**src/rtl/lockstep_if.sv**
```systemverilog
// lockstep_if: stimulus, sampled DUT outputs and verdict/counter signals of the lockstep checker.
interface lockstep_if #(
    parameter int WIDTH = 4,
    parameter int CNT_W = 16
);
    logic             start;
    logic             stop;
    logic             valid;
    logic [WIDTH-1:0] a;
    logic [WIDTH-1:0] b;
    logic             busy;
    logic             done;
    logic             pass;
    logic [CNT_W-1:0] sample_count;
    logic [CNT_W-1:0] err_count;
    logic             first_valid;
    logic [CNT_W-1:0] first_idx;
    logic [WIDTH-1:0] first_a;
    logic [WIDTH-1:0] first_b;

    modport master (
        output start, stop, valid, a, b,
        input  busy, done, pass, sample_count, err_count, first_valid, first_idx, first_a, first_b
    );

    modport slave (
        input  start, stop, valid, a, b,
        output busy, done, pass, sample_count, err_count, first_valid, first_idx, first_a, first_b
    );
endinterface

```
**src/rtl/lockstep_compare.sv**
```systemverilog
// lockstep_compare: windowed a-vs-b comparator with saturating sample/error counters and registered verdict.
// Define LOCKSTEP_CAPTURE_EN to capture index and values of the first mismatch in each window.
module lockstep_compare #(
    parameter int WIDTH = 4,
    parameter int CNT_W = 16,
    parameter int SKIP  = 2
) (
    input logic       clk,
    input logic       rst_n,
    lockstep_if.slave bus
);
    localparam int SW = (SKIP > 0) ? $clog2(SKIP + 1) : 1;

    typedef enum logic [1:0] {S_IDLE, S_SKIP, S_RUN, S_DONE} state_t;

    state_t           state, state_n;
    logic [SW-1:0]    skip_cnt, skip_n;
    logic [CNT_W-1:0] samp, samp_n, err, err_n;
    logic             busy, done, pass, clr;

    always_comb begin
        state_n = state;
        skip_n  = skip_cnt;
        samp_n  = samp;
        err_n   = err;
        clr     = 1'b0;
        case (state)
            S_IDLE, S_DONE: if (bus.start) begin
                state_n = (SKIP == 0) ? S_RUN : S_SKIP;
                skip_n  = '0;
                samp_n  = '0;
                err_n   = '0;
                clr     = 1'b1;
            end
            S_SKIP: begin
                skip_n  = skip_cnt + 1'b1;
                state_n = bus.stop ? S_DONE : (int'(skip_cnt) == SKIP - 1) ? S_RUN : S_SKIP;
            end
            default: begin
                if (bus.valid) begin
                    samp_n = &samp ? samp : samp + 1'b1;
                    err_n  = (bus.a == bus.b || &err) ? err : err + 1'b1;
                end
                state_n = bus.stop ? S_DONE : S_RUN;
            end
        endcase
    end

    // Flags are computed from next-state values so every output is a flop.
    always_ff @(posedge clk or negedge rst_n) begin
        if (!rst_n) begin
            state    <= S_IDLE;
            skip_cnt <= '0;
            samp     <= '0;
            err      <= '0;
            busy     <= 1'b0;
            done     <= 1'b0;
            pass     <= 1'b0;
        end else begin
            state    <= state_n;
            skip_cnt <= skip_n;
            samp     <= samp_n;
            err      <= err_n;
            busy     <= state_n == S_SKIP || state_n == S_RUN;
            done     <= state_n == S_DONE;
            pass     <= state_n == S_DONE && err_n == '0 && samp_n != '0;
        end
    end

    assign bus.busy         = busy;
    assign bus.done         = done;
    assign bus.pass         = pass;
    assign bus.sample_count = samp;
    assign bus.err_count    = err;

`ifdef LOCKSTEP_CAPTURE_EN
    logic             cap_v;
    logic [CNT_W-1:0] cap_idx;
    logic [WIDTH-1:0] cap_a, cap_b;

    always_ff @(posedge clk or negedge rst_n) begin
        if (!rst_n) begin
            cap_v   <= 1'b0;
            cap_idx <= '0;
            cap_a   <= '0;
            cap_b   <= '0;
        end else if (clr) begin
            cap_v   <= 1'b0;
            cap_idx <= '0;
            cap_a   <= '0;
            cap_b   <= '0;
        end else if (state == S_RUN && bus.valid && bus.a != bus.b && !cap_v) begin
            cap_v   <= 1'b1;
            cap_idx <= samp;
            cap_a   <= bus.a;
            cap_b   <= bus.b;
        end
    end

    assign bus.first_valid = cap_v;
    assign bus.first_idx   = cap_idx;
    assign bus.first_a     = cap_a;
    assign bus.first_b     = cap_b;
`else
    assign bus.first_valid = 1'b0;
    assign bus.first_idx   = '0;
    assign bus.first_a     = '0;
    assign bus.first_b     = '0;
`endif
endmodule
```
**src/flat_wrapper.sv**
```systemverilog
// flat-port wrapper written by rule: the top's interface ports become plain ports
module lockstep_compare_flat 
#(
    parameter int WIDTH = 4,
    parameter int CNT_W = 16,
    parameter int SKIP  = 2
)
  (clk, rst_n, bus_start, bus_stop, bus_valid, bus_a, bus_b, bus_busy, bus_done, bus_pass, bus_sample_count, bus_err_count, bus_first_valid, bus_first_idx, bus_first_a, bus_first_b);
  lockstep_if #(.WIDTH(WIDTH), .CNT_W(CNT_W)) bus_i ();
  input logic clk;
  input logic rst_n;
  input wire logic [$bits(bus_i.start)-1:0] bus_start;
  input wire logic [$bits(bus_i.stop)-1:0] bus_stop;
  input wire logic [$bits(bus_i.valid)-1:0] bus_valid;
  input wire logic [$bits(bus_i.a)-1:0] bus_a;
  input wire logic [$bits(bus_i.b)-1:0] bus_b;
  output wire logic [$bits(bus_i.busy)-1:0] bus_busy;
  output wire logic [$bits(bus_i.done)-1:0] bus_done;
  output wire logic [$bits(bus_i.pass)-1:0] bus_pass;
  output wire logic [$bits(bus_i.sample_count)-1:0] bus_sample_count;
  output wire logic [$bits(bus_i.err_count)-1:0] bus_err_count;
  output wire logic [$bits(bus_i.first_valid)-1:0] bus_first_valid;
  output wire logic [$bits(bus_i.first_idx)-1:0] bus_first_idx;
  output wire logic [$bits(bus_i.first_a)-1:0] bus_first_a;
  output wire logic [$bits(bus_i.first_b)-1:0] bus_first_b;
  assign bus_i.start = bus_start;
  assign bus_i.stop = bus_stop;
  assign bus_i.valid = bus_valid;
  assign bus_i.a = bus_a;
  assign bus_i.b = bus_b;
  assign bus_busy = bus_i.busy;
  assign bus_done = bus_i.done;
  assign bus_pass = bus_i.pass;
  assign bus_sample_count = bus_i.sample_count;
  assign bus_err_count = bus_i.err_count;
  assign bus_first_valid = bus_i.first_valid;
  assign bus_first_idx = bus_i.first_idx;
  assign bus_first_a = bus_i.first_a;
  assign bus_first_b = bus_i.first_b;
  lockstep_compare #(.WIDTH(WIDTH), .CNT_W(CNT_W), .SKIP(SKIP)) u_core (.clk(clk), .rst_n(rst_n), .bus(bus_i));
endmodule
```
**config.mk**
```make
export PLATFORM = sky130hd
export DESIGN_NAME = lockstep_compare_flat
export DESIGN_NICKNAME = d
export VERILOG_FILES = /design/src/rtl/lockstep_if.sv /design/src/rtl/lockstep_compare.sv /design/src/flat_wrapper.sv
export SDC_FILE = /design/constraint.sdc
export NUM_CORES = 1
export LEC_CHECK = 0
export ABC_AREA = 1
export BUFFER_PORTS_ARGS = -buffer_cell sky130_fd_sc_hd__clkbuf_2
export CAP_MARGIN = 20
export CORE_MARGIN = 2
export CORE_UTILIZATION = 25
export DETAILED_ROUTE_END_ITERATION = 16
export REMOVE_ABC_BUFFERS = 1
export SETUP_SLACK_MARGIN = 0.15
export SLEW_MARGIN = 20
export SYNTH_ARGS = -nofsm -noshare
export SYNTH_HDL_FRONTEND = slang
export SYNTH_SLANG_ARGS = --single-unit
```
**constraint.sdc**
```tcl
create_clock -name clk -period 2.7 [get_ports clk]
set_input_delay 0.135 -clock clk [delete_from_list [all_inputs] [get_ports clk]]
set_output_delay 0.135 -clock clk [all_outputs]
set_load 0.1 [all_outputs]
```
==> results.sh <==
export IMPL_outcome="complete, but fails checks"
export IMPL_violations="negative hold slack"
export IMPL_setup_violations=0
export IMPL_ir_drop_v=0.000490
export IMPL_p_clk_share_pct=20.5
export IMPL_wl_um=7700
export IMPL_place_ws_ns=0.343
export IMPL_gp_congestion=0.904
export IMPL_rsz0062_at_grt="false"
export IMPL_synth_distinct_cells=29
export IMPL_core_area_um2=11900
export IMPL_core_rowCount=40
export IMPL_grtUsageMet2_pct=21.2
export IMPL_synth_xor_area_share_pct=0
export IMPL_die_width_um=114
export IMPL_use_met1_pct=15.1
export IMPL_seqPwrFrac_pct=27.7
export IMPL_synth_edff_count=0
export IMPL_htreeDepth=2
export IMPL_postCtsHoldBufs=0
export IMPL_end_kind="flip-flop"
export IMPL_ys_top_cells_by_count="nand2_1, inv_1, nor2_1, dfrtp_1, nand3_1"
export IMPL_synth_main_ff_cell="dfrtp_1"
export IMPL_yosys_area_top_type_share_pct=32.4
export IMPL_routedWlPerCell_um=11.8
export IMPL_via_count=2841
export IMPL_leakagePower_nw=1.78
export IMPL_worstSetupStartpointType="flip-flop"
export IMPL_synth_top_family_by_area="simple AND/OR/NAND/NOR gates"
export IMPL_cts_buffers=5
export IMPL_drive_above_1_share_pct=17.3
export IMPL_hold_class="in -> async"
export IMPL_post_route_period_util_pct=81.9
export IMPL_cts_clk_slew_worst_paths_ns=0.06
export IMPL_fmax_mhz=452
export IMPL_synthMuxAreaShare_pct=0
export IMPL_firstDrtPassIters=5
export IMPL_drtIter0Drc=172
export IMPL_grt_ovfl_total=0
export IMPL_placedCellCount=644
export IMPL_powerDensity_nw_per_um2=783
export IMPL_yosysTopAreaCell="dfrtp_1"
export IMPL_clk_latency_ns=0.28
export IMPL_switching_power_mw=1.38
export IMPL_track_usage_pct=12.0
export IMPL_worst_slew_pin_slew_ns=0.907
export IMPL_clk_path_buf_depth=2
export IMPL_swShare_pct=51.5
export IMPL_netlist_instances=457
export IMPL_synth_area_leaders="dfrtp_1, nand2_1, inv_1"
export IMPL_p_int_mw=1.30
export IMPL_yosysMostFrequentCell="nand2_1"
export IMPL_whs_ns=-0.0112
export IMPL_dpl_hpwl_um=6020
export IMPL_top_usage_layer="met2"
export IMPL_crit_type="reg -> reg"
export IMPL_maxSlewViolCount=0
export IMPL_final_cells=650
export IMPL_diodes=0
export IMPL_area_growth_pct=13.5
export IMPL_post_cts_buffers=0
export IMPL_final_antenna_net_count=0
export IMPL_yosys_warnings=0
export IMPL_hold_viol=10
export IMPL_syn_area_um2=3020
export IMPL_yosysSeqAreaShare_pct=32.4
export IMPL_cts_root_buffer="clkbuf_16"
export IMPL_cts_sinks=39
export IMPL_fin_ws_ns=0.489
export IMPL_drc=0
export IMPL_use_met3_pct=1.91
export IMPL_synth_compound_area_share_pct=5.10
export IMPL_layout_nets=523
export IMPL_crit_arrival_ns=2.38
export IMPL_min_period_ns=2.21
export IMPL_ys_ff_latch=39
export IMPL_synth_simple_area_share_pct=42.9
export IMPL_max_cap_violations=0
export IMPL_design_area_um2=3420
export IMPL_die_h_um=114
export IMPL_grt_pass1_wl_um=12700
export IMPL_power_frac_comb_pct=51.8
export IMPL_port_buffers=47
export IMPL_dpl_cell_area_um2=3290
export IMPL_dieArea_um2=13000
export IMPL_antenna_found_initial=0
export IMPL_initial_core_util_pct=25.3
export IMPL_fin_setup_tns_ns=0
export IMPL_pin_count=73
export IMPL_crit_fanout=15
export IMPL_cts_tree="built"
export IMPL_async_flop_share_pct=100
export IMPL_relSlewSlack_pct=39.5
export IMPL_fin_skew_ns=0.00975
export IMPL_synth_fa_ha_area_share_pct=2.49
export IMPL_synth_area_per_cell_um2=6.60
export IMPL_viasPerCell=4.37
export IMPL_cp_required_ns=2.87
export IMPL_grt_max_degree=40
export IMPL_grt_pass1_vias=2698
export IMPL_final_fill_count=1285
cells by family (layout without fill, tap and decap cells):
kind of cell / Yosys count / count (layout)
and+or+nand+nor: 280 / 280
buffers and inverters: 104 / 126
DFF: 39 / 39
AOI/OAI and AO/OA: 27 / 27
adders and majority gates: 6 / 6
other: 1 / 25
layout by cell type (no fill, tap or decap), types with 7 or more instances in the layout:
cell type / synthesis / routed
o21ai_0: 11 / 11
nand2_1: 133 / 133
clkbuf_2: 0 / 46
nand4_1: 13 / 13
inv_1: 67 / 67
nand3_1: 34 / 34
conb_1: 1 / 25
nand2_2: 7 / 7
nor2_1: 64 / 64
nand3_2: 7 / 7
a21oi_1: 9 / 9
dfrtp_1: 39 / 39
what timing repair did:
item                       CTS  global route
hold endpoints to repair     0             0
resized for setup            0             3
setup endpoints to repair    0             1
area by class of cell:
type / count / area [um^2] / area share (%)
Clock buffer: 6 / 129 / 3.76
Tap cell: 147 / 184 / 5.37
Multi-Input combinational cell: 338 / 1620 / 47.2
Sequential cell: 39 / 976 / 28.5
Inverter: 72 / 277 / 8.08
Timing Repair Buffer: 48 / 243 / 7.09
per-layer routing:
layer / share of wire, % / routed length, um
met2: 48 / 3710
met5: 0 / 0
met4: 1.1 / 87
met3: 5.0 / 384
met1: 46 / 3520
sequential cells by signal (all words and copies together) (netlist names):
name,flops
u_core.state,2
u_core.bus.err_count,16
u_core.bus.done,1
u_core.bus.pass,1
u_core.bus.sample_count,16
u_core.bus.busy,1
u_core.skip_cnt,2
worst paths after layout:
check | from | endpoint | slack, ns | cells past startpoint
worst min-delay path | rst_n | u_core.bus.sample_count[2] | -0.01 | 1
worst max-delay path | u_core.bus.sample_count[0] | u_core.bus.pass | 0.49 | 12
worst min register to register | u_core.skip_cnt[0] | u_core.skip_cnt[0] | 0.48 | 1
max in group asynchronous | rst_n | u_core.state[1] | 2.14 | 1
min in group clk | bus_stop | u_core.state[0] | 0.18 | 3
worst max register to register | u_core.bus.sample_count[0] | u_core.bus.pass | 0.49 | 12
power by group through the flow:
stage	combinational, mW	sequential [mW]	clock [mW]
CTS	1.39	0.742	0.572
finish	1.39	0.742	0.550
global route	1.53	0.751	0.597
detailed placement	1.39	0.751	0
global placement	1.36	0.748	0
floorplan	0.763	1.08	0
stage by stage:
step	power, mW	utilization (%)
floorplan	1.84	-
global placement	2.11	27.6
detailed placement	2.14	27.6
CTS	2.70	28.7
global route	2.88	28.7
finish	2.68	28.7
worst max-delay path: stages, from the launching register on:
cell     delay [ns]
dfrtp_1        0.49
ha_1           0.26
nand3_1        0.16
nor2_4         0.17
nand4_4        0.21
nand3_1        0.18
nor2_1         0.07
o21ai_0        0.21
nand2_1        0.07
nor2_1         0.09
nand2_1        0.06
nor2_1         0.08
nor2_1         0.05
Power figures use the tool's default switching activity.
